### config.mk
export PLATFORM = sky130hd
export DESIGN_NAME = seq_detector_param
export DESIGN_NICKNAME = d
export VERILOG_FILES = /design/src/rtl/seq_det_pkg.sv /design/src/rtl/seq_match_counter.sv /design/src/rtl/seq_detector_param.sv
export SDC_FILE = /design/constraint.sdc
export NUM_CORES = 1
export LEC_CHECK = 0
export ABC_CLOCK_PERIOD_IN_PS = 2900
export BUFFER_PORTS_ARGS = -buffer_cell sky130_fd_sc_hd__buf_2
export CAP_MARGIN = 10
export CORE_ASPECT_RATIO = 2
export CORE_MARGIN = 3
export CORE_UTILIZATION = 51
export DETAILED_ROUTE_END_ITERATION = 7
export PLACE_DENSITY = 0.76
export SYNTH_ARGS = -nofsm -noshare
export SYNTH_HDL_FRONTEND = slang
export SYNTH_HIERARCHICAL = 1
export SYNTH_SLANG_ARGS = --single-unit
### constraint.sdc
create_clock -name clk -period 2.9 [get_ports clk]
set_clock_uncertainty 0.2 [all_clocks]
set_input_delay 0.145 -clock clk [delete_from_list [all_inputs] [get_ports clk]]
set_output_delay 0.145 -clock clk [all_outputs]
set_load 0.1 [all_outputs]
### src/rtl/seq_det_pkg.sv
// Shared constants and helpers for the runtime-configurable serial pattern detector.
package seq_det_pkg;

    // Width needed to hold a length or progress value in the range 0..max_len.
    function automatic int calc_len_w(input int max_len);
        return $clog2(max_len + 1);
    endfunction

    // Power-up pattern (LSB-aligned; bit DEF_LEN_C-1 is the first bit received).
    localparam logic [63:0] DEF_PATTERN_C = 64'b101011;
    localparam int          DEF_LEN_C     = 6;

    // Match-window behaviour after a hit.
    typedef enum logic {
        NON_OVERLAP = 1'b0,
        OVERLAP     = 1'b1
    } overlap_mode_e;

endpackage

### src/rtl/seq_match_counter.sv
// Saturating match counter; a clear always wins over a simultaneous increment.
module seq_match_counter
    import seq_det_pkg::*;
#(
    parameter int CNT_W = 8
) (
    input  logic             clk,
    input  logic             reset_n,
    input  logic             inc,
    input  logic             clr,
    output logic [CNT_W-1:0] count
);

    logic [CNT_W-1:0] count_q;
    logic [CNT_W-1:0] count_d;

    // Next count: clear first, otherwise increment unless already at all-ones.
    always_comb begin
        count_d = count_q;
        if (clr) begin
            count_d = '0;
        end else if (inc && (count_q != '1)) begin
            count_d = count_q + CNT_W'(1);
        end
    end

    // Count register.
    always_ff @(posedge clk or negedge reset_n) begin
        if (!reset_n) begin
            count_q <= '0;
        end else begin
            count_q <= count_d;
        end
    end

    assign count = count_q;

endmodule

### src/rtl/seq_detector_param.sv
// Serial bit-pattern detector with a run-time loadable pattern of 1..MAX_LEN bits,
// overlap / non-overlap matching, input-valid qualification and a saturating hit count.
module seq_detector_param
    import seq_det_pkg::*;
#(
    parameter int                 MAX_LEN     = 16,
    parameter int                 CNT_W       = 8,
    parameter logic [MAX_LEN-1:0] DEF_PATTERN = DEF_PATTERN_C[MAX_LEN-1:0],
    parameter int                 DEF_LEN     = DEF_LEN_C,
    localparam int                LEN_W       = calc_len_w(MAX_LEN)
) (
    input  logic               clk,
    input  logic               reset_n,
    input  logic               data_in,
    input  logic               in_valid,
    input  logic               cfg_load,
    input  logic [MAX_LEN-1:0] cfg_pattern,
    input  logic [LEN_W-1:0]   cfg_len,
    input  logic               cfg_overlap,
    input  logic               cnt_clear,
    output logic               match,
    output logic [CNT_W-1:0]   match_count,
    output logic [LEN_W-1:0]   progress,
    output logic               cfg_err
);

    // Active configuration.
    logic [MAX_LEN-1:0] pattern_q, pattern_d;
    logic [LEN_W-1:0]   len_q, len_d;
    overlap_mode_e      overlap_q, overlap_d;
    logic               cfg_err_q, cfg_err_d;

    // Detection state. The oldest history bit is never compared after a shift,
    // so only MAX_LEN-1 bits are kept; the incoming bit completes the window.
    logic [MAX_LEN-2:0] hist_q, hist_d;
    logic [LEN_W-1:0]   progress_q, progress_d;
    logic               match_q, match_d;

    // Comparator signals.
    logic [MAX_LEN-1:0] window;
    logic [MAX_LEN-1:0] cmp_mask;
    logic [LEN_W-1:0]   prog_inc;
    logic               hit;

    // Configuration latch: a load replaces everything and re-evaluates legality.
    always_comb begin
        pattern_d = pattern_q;
        len_d     = len_q;
        overlap_d = overlap_q;
        cfg_err_d = cfg_err_q;
        if (cfg_load) begin
            pattern_d = cfg_pattern;
            len_d     = cfg_len;
            overlap_d = overlap_mode_e'(cfg_overlap);
            cfg_err_d = (cfg_len == '0) || (int'(cfg_len) > MAX_LEN);
        end
    end

    // Masked comparison of the window including the bit arriving this edge.
    always_comb begin
        window   = {hist_q, data_in};
        cmp_mask = '0;
        for (int i = 0; i < MAX_LEN; i++) begin
            cmp_mask[i] = (i < int'(len_q));
        end
        prog_inc = (progress_q >= len_q) ? len_q : progress_q + LEN_W'(1);
        hit      = in_valid && !cfg_load && !cfg_err_q && (prog_inc == len_q) &&
                   (((window ^ pattern_q) & cmp_mask) == '0);
    end

    // History and progress update; a load or an illegal config empties the window.
    always_comb begin
        hist_d     = hist_q;
        progress_d = progress_q;
        match_d    = hit;
        if (cfg_load) begin
            hist_d     = '0;
            progress_d = '0;
        end else if (cfg_err_q) begin
            progress_d = '0;
        end else if (in_valid) begin
            hist_d = window[MAX_LEN-2:0];
            if (hit) begin
                progress_d = (overlap_q == OVERLAP) ? len_q : '0;
            end else begin
                progress_d = prog_inc;
            end
        end
    end

    // Configuration and detection registers.
    always_ff @(posedge clk or negedge reset_n) begin
        if (!reset_n) begin
            pattern_q  <= DEF_PATTERN;
            len_q      <= LEN_W'(DEF_LEN);
            overlap_q  <= OVERLAP;
            cfg_err_q  <= 1'b0;
            hist_q     <= '0;
            progress_q <= '0;
            match_q    <= 1'b0;
        end else begin
            pattern_q  <= pattern_d;
            len_q      <= len_d;
            overlap_q  <= overlap_d;
            cfg_err_q  <= cfg_err_d;
            hist_q     <= hist_d;
            progress_q <= progress_d;
            match_q    <= match_d;
        end
    end

    seq_match_counter #(
        .CNT_W (CNT_W)
    ) u_counter (
        .clk     (clk),
        .reset_n (reset_n),
        .inc     (hit),
        .clr     (cnt_clear),
        .count   (match_count)
    );

    assign match    = match_q;
    assign progress = progress_q;
    assign cfg_err  = cfg_err_q;

endmodule

Word-level counts from Yosys, hierarchy flattened --
Index checks and enable logic that the tools add are counted. Widths: inputs -> output; s select.
Operators by class: order comparisons 18, bitwise logic cells 2, reduce and logical (&&, ||, !) cells 14, equality and inequality tests 3, add/sub/neg operators 2, muxes and demuxes 11
Operators by type and width (number):
- $mux 15 | 3
- $lt 4x5->1 const A | 8
- $mux 5 | 6
- $lt 3x5->1 const A | 4
- $and 16x16->16 | 1
- $logic_not 16->1 | 1
- $mux 8 | 2
- $xor 16x16->16 | 1
- $lt 1x5->1 const A | 2
- $lt 2x5->1 const A | 2
- $add 8x1->8 const B | 1
- $ne 8x8->1 const B | 1
- $add 5x1->5 const B | 1
- $eq 5x5->1 | 1
- $ge 5x5->1 | 1
- $gt 5x5->1 const B | 1
- $logic_and 1x1->1 | 5
- $logic_not 5->1 | 1
- $reduce_bool 2->1 | 2
- $reduce_bool 3->1 | 1
- $logic_not 1->1 | 2
- $ne 2x2->1 const B | 1
- $reduce_and 2->1 | 1
- $logic_or 1x1->1 | 1
Storage, ports and cells: logic and storage cells 58, output and inout port bits 15, register bits after elaboration 52, input bits 28

Longest topological paths before layout --
depth after elaboration 9, gate-level depth with buffers 13

Cells and area by module --
The synthesis kept the hierarchy.
By module, submodules not included:
- seq_detector_param | cells an instance 231, area an instance 2359.8 um^2, instances 1
- seq_match_counter | cells an instance 49, area an instance 464.2 um^2, instances 1

Worst setup path after synthesis --
OpenSTA, ideal clock, no wires.
path type reg2reg, from register progress_q[0], in the netlist progress[0], to register u_counter.count_q[0], in the netlist u_counter/count[0], path slack -440 ps, library setup time 125 ps, path buffers 1, data required time 2575 ps, stages on the path, launching flop included 13, arrival time 3015 ps, path through dfrtp_1 > inv_1 > ha_1 > nand2b_1 > a21o_1 > a21o_1 > a211oi_1 > nor2_4 > inv_1 > a21oi_1 > buf_2 > a21boi_1 > mux2_2
Between the ends: longest elaborated chain between the ends 7, elaborated cells on any way between the ends 8
RTL lines:
- start: declaration | line seq_detector_param.sv:36 | logic [LEN_W-1:0] progress_q, progress_d;
- start signal: assignment | line seq_detector_param.sv:107 | progress_q <= progress_d;
- $add 5x1->5 or $ge 5x5->1 (tied branches) | line seq_detector_param.sv:66 | prog_inc = (progress_q >= len_q) ? len_q : progress_q + LEN_W'(1);
- $mux 5 (*) | line seq_detector_param.sv:66
- $eq 5x5->1 (*) | line seq_detector_param.sv:67 | hit = in_valid && !cfg_load && !cfg_err_q && (prog_inc == len_q) &&
- $logic_and 1x1->1 (*) (2 in a row) | line seq_detector_param.sv:67
- via hit | line seq_detector_param.sv:43 | logic hit;
- $logic_and 1x1->1 (*) | line seq_match_counter.sv:22 | end else if (inc && (count_q != '1)) begin
- $reduce_bool 2->1 (no line) (*)
- end signal: assignment | line seq_match_counter.sv:32 | count_q <= count_d;
- end: declaration | line seq_match_counter.sv:14 | logic [CNT_W-1:0] count_q;
Mark *: on every way through the listed nets, which the timed path passes. The rest lies on a longest branch. A chain may end at the register's enable or synchronous reset.

Final worst setup path --
from register len_q[1], to register u_counter.count_q[7], in the netlist u_counter/count[7]
Between the ends: longest elaborated chain between the ends 7, elaborated cells on any way between the ends 25
RTL lines:
- start: declaration | line seq_detector_param.sv:29 | logic [LEN_W-1:0] len_q, len_d;
- start signal: assignment | line seq_detector_param.sv:95 | len_q <= LEN_W'(DEF_LEN);
- start signal: assignment | line seq_detector_param.sv:103 | len_q <= len_d;
- $ge 5x5->1 | line seq_detector_param.sv:66
- $mux 5 | line seq_detector_param.sv:66
- $eq 5x5->1 | line seq_detector_param.sv:67
- $logic_and 1x1->1 | line seq_detector_param.sv:67
- $logic_and 1x1->1 (*) | line seq_detector_param.sv:67
- via hit | line seq_detector_param.sv:43
- $logic_and 1x1->1 (*) | line seq_match_counter.sv:22
- $reduce_bool 2->1 (no line) (*)
Marks and branches as above.

==> flow_summary.ini <==
[clocking]
clkTransAtPathRegs_ns = 0.10
clock-sinks = 52
cts_buffers = 5
h-tree-depth = 2
clock_latency_ns = 0.33
ctsRootBufferMaster = clkbuf_8
cts_buffer_depth = 2
cts_tree = done

[pwr]
power_mw = 1.53
p_leak_nw = 1.59
p_int_mw = 1.09
p_switching_mw = 0.440
switching_share = 0.288
seq_power_share = 0.522
clkPwrFrac = 0.284
combPwrFrac = 0.194
ir_drop_mv = 0.409
powerDensity_nw_per_um2 = 425

[sta]
holdWs_ns = 0.125
fmax_ghz = 0.351
rsz0062_at_grt = yes
maxSlewViolCount = 0
hold_viol_final = 0
min_period_ns = 2.85
setup_violations = 0
timing.final.crit_share = 0.982
maxSlewHeadroom = 0.574
tns_ns = 0
tightest_slew_ns = 0.638

[yosys]
synth-edff-count = 0
synth_area_leaders = dfrtp_1, mux2_2, dfstp_2
seq_area_frac_synth = 0.464
netlist_area_um2 = 2820
synth_ff_type = dfrtp_1
synth_top_family_by_area = simple AND/OR/NAND/NOR gates
yosys.area.top_type = dfrtp_1
synth_adder_area_share = 0.0310
yosysTopAreaCellShare = 0.399
ys_types = 49
syn_inst = 280
yosys_warnings = 6
synth-simple-area-share = 0.165
synthArstFlopShare = 1.00
synth-compound-area-share = 0.148
ys_ff_latch = 52
synth_nets = 315
synth-xor-area-share = 0.0775
syn_avg_cell_area_um2 = 10.1
synth.mux.area_fraction = 0.0833

[min_path]
hold_depth = 4
hp-class = in -> reg
hold_path.startpoint = in_valid
hold_path_end = hist_q[13]$_DFFE_PN0P_

[worst_setup_path]
crit_fanout = 5
startpoint = len_q[1]$_DFFE_PN1P_
crit_required_ns = 2.94
start_kind = register
critPathCaptureType = register
r2r-end = u_counter/count[7]$_DFFE_PN0P_
regToRegStartpoint = len_q[1]$_DFFE_PN1P_
cp.arrival_ns = 2.89
ff2ff_path_depth = 9
worst-setup-path-type = reg -> reg
r2r_slack_ns = 0.05

[final_layout]
n_antenna_cell = 0
layout_commonest_cell = nand2_1
mostFrequentLayoutCells = nand2_1, buf_2, dfrtp_1
layout.cells.non_filler = 416
num-fill-cells = 429
area.growth.synth_to_final_pct = 27.5
fin_nets = 392
final_layout_size_suffix_gt1_frac = 0.324
design_area_um2 = 3600

[die]
start_util = 0.540
num_rows = 37
die_area_um2 = 6520
chipHeight_um = 111
die_w_um = 58.6
io_pins = 43
core_region_area_um2 = 5230

[detailed_routing]
drc = 0
vias_per_cell = 5.61
drt_first_pass_iters = 5
ant_nets = 0
routed_wl_mm = 6.81
routedWlPerCell_um = 16.4
first_iter_violations = 159
vias = 2333

[placed_design]
io_buffers = 42
gp_congestion = 0.980
dpl_cell_area_um2 = 3160
place_inst = 380
hpwl_mm = 4.76

[run_status]
status = finished clean

[grt]
grt_max_degree = 53
antenna_found_initial = 0
grt_overflow = 0
grt_pass1_vias = 2468
grt_pass1_wl_mm = 11.4
track_usage = 0.229

[run]
cap_violations = 0
synth_stat cells, drive strengths merged (8+ instances only):
cell type,count
mux2,20
nor3,8
nor2,10
dfrtp,45
nand2,44
o21ai,8
a21oi,25
inv,8
clkbuf,8
xnor2,11
xor2,14
stage by stage:
step	utilization	worst slack, ns
floorplan	-	0.000745
global placement	0.604	0.0771
detailed placement	0.604	-0.0565
CTS	0.679	0.00465
global route	0.688	-0.0620
finish	0.688	0.0531
metal layers:
metal,up-vias,share of wire,global-route usage
met4,0,0.030,0.110
met5,-,0,0
met2,46,0.56,0.413
met1,1135,0.38,0.243
met3,13,0.034,0.0443
li1,1139,-,-
sequential cells by signal (all words and copies together), names as in the netlist:
signal and cells:
pattern_q 16, match 1, cfg_err 1, overlap_q 1, len_q 5, progress 5
hist_q 15, u_counter/count 8
power groups by stage:
| stage | clock, mW | sequential (mW) | combinational, mW |
|---|---|---|---|
| after CTS | 0.447 | 0.798 | 0.296 |
| after detailed placement | 0 | 0.812 | 0.266 |
| after global routing | 0.476 | 0.804 | 0.328 |
| final | 0.435 | 0.798 | 0.297 |
| after global placement | 0 | 0.810 | 0.262 |
| after floorplan | 0 | 0.826 | 0.157 |
critical path, cell delays in order (launching register included):
cell and delay, ns:
dfstp_2 0.39, or4b_4 0.53, a21oi_2 0.14, o221ai_2 0.13
a2111oi_4 0.33, nand2_1 0.14, a21oi_4 0.21, nand3_4 0.12
or3_4 0.34, a211oi_2 0.21
repair_timing:
item / in CTS / in global routing
gates resized for setup: 4 / 10
pin swaps: 8 / 3
endpoints found under the hold margin: 74 / 0
hold buffers: 26 / 0
endpoints found under the setup margin: 3 / 7
setup buffers: 2 / 0
worst max path at each step:
stage / slack [ns] / depth (start not counted) / endpoint
after global placement: 0.08 / 9 / u_counter/count[5]$_DFFE_PN0P_
after floorplan: 0.0007 / 12 / u_counter/count[0]$_DFFE_PN0P_
after CTS: 0.005 / 9 / u_counter/count[7]$_DFFE_PN0P_
after detailed placement: -0.06 / 9 / u_counter/count[7]$_DFFE_PN0P_
after global routing: -0.06 / 9 / u_counter/count[7]$_DFFE_PN0P_
final: 0.05 / 9 / u_counter/count[7]$_DFFE_PN0P_
final cells by class:
type                            instances  area (um^2)  area share
Sequential cell                        52         1320       0.366
Clock buffer                            6         82.6      0.0229
Timing Repair Buffer                   83          583       0.162
Multi-Input combinational cell        207         1500       0.418
Inverter                                8         30.0     0.00834
Tap cell                               58         72.6      0.0202
Clock inverter                          2         10.0     0.00278
kinds of logic (layout without fill, tap and decap cells):
kind of cell / count (synthesis) / after routing
simple gates: 93 / 93
compound gates: 61 / 61
flops: 52 / 52
xor+xnor: 25 / 25
mux: 21 / 21
buf+inv: 21 / 99
fa+ha+maj: 7 / 7
Power figures use the tool's default switching activity.
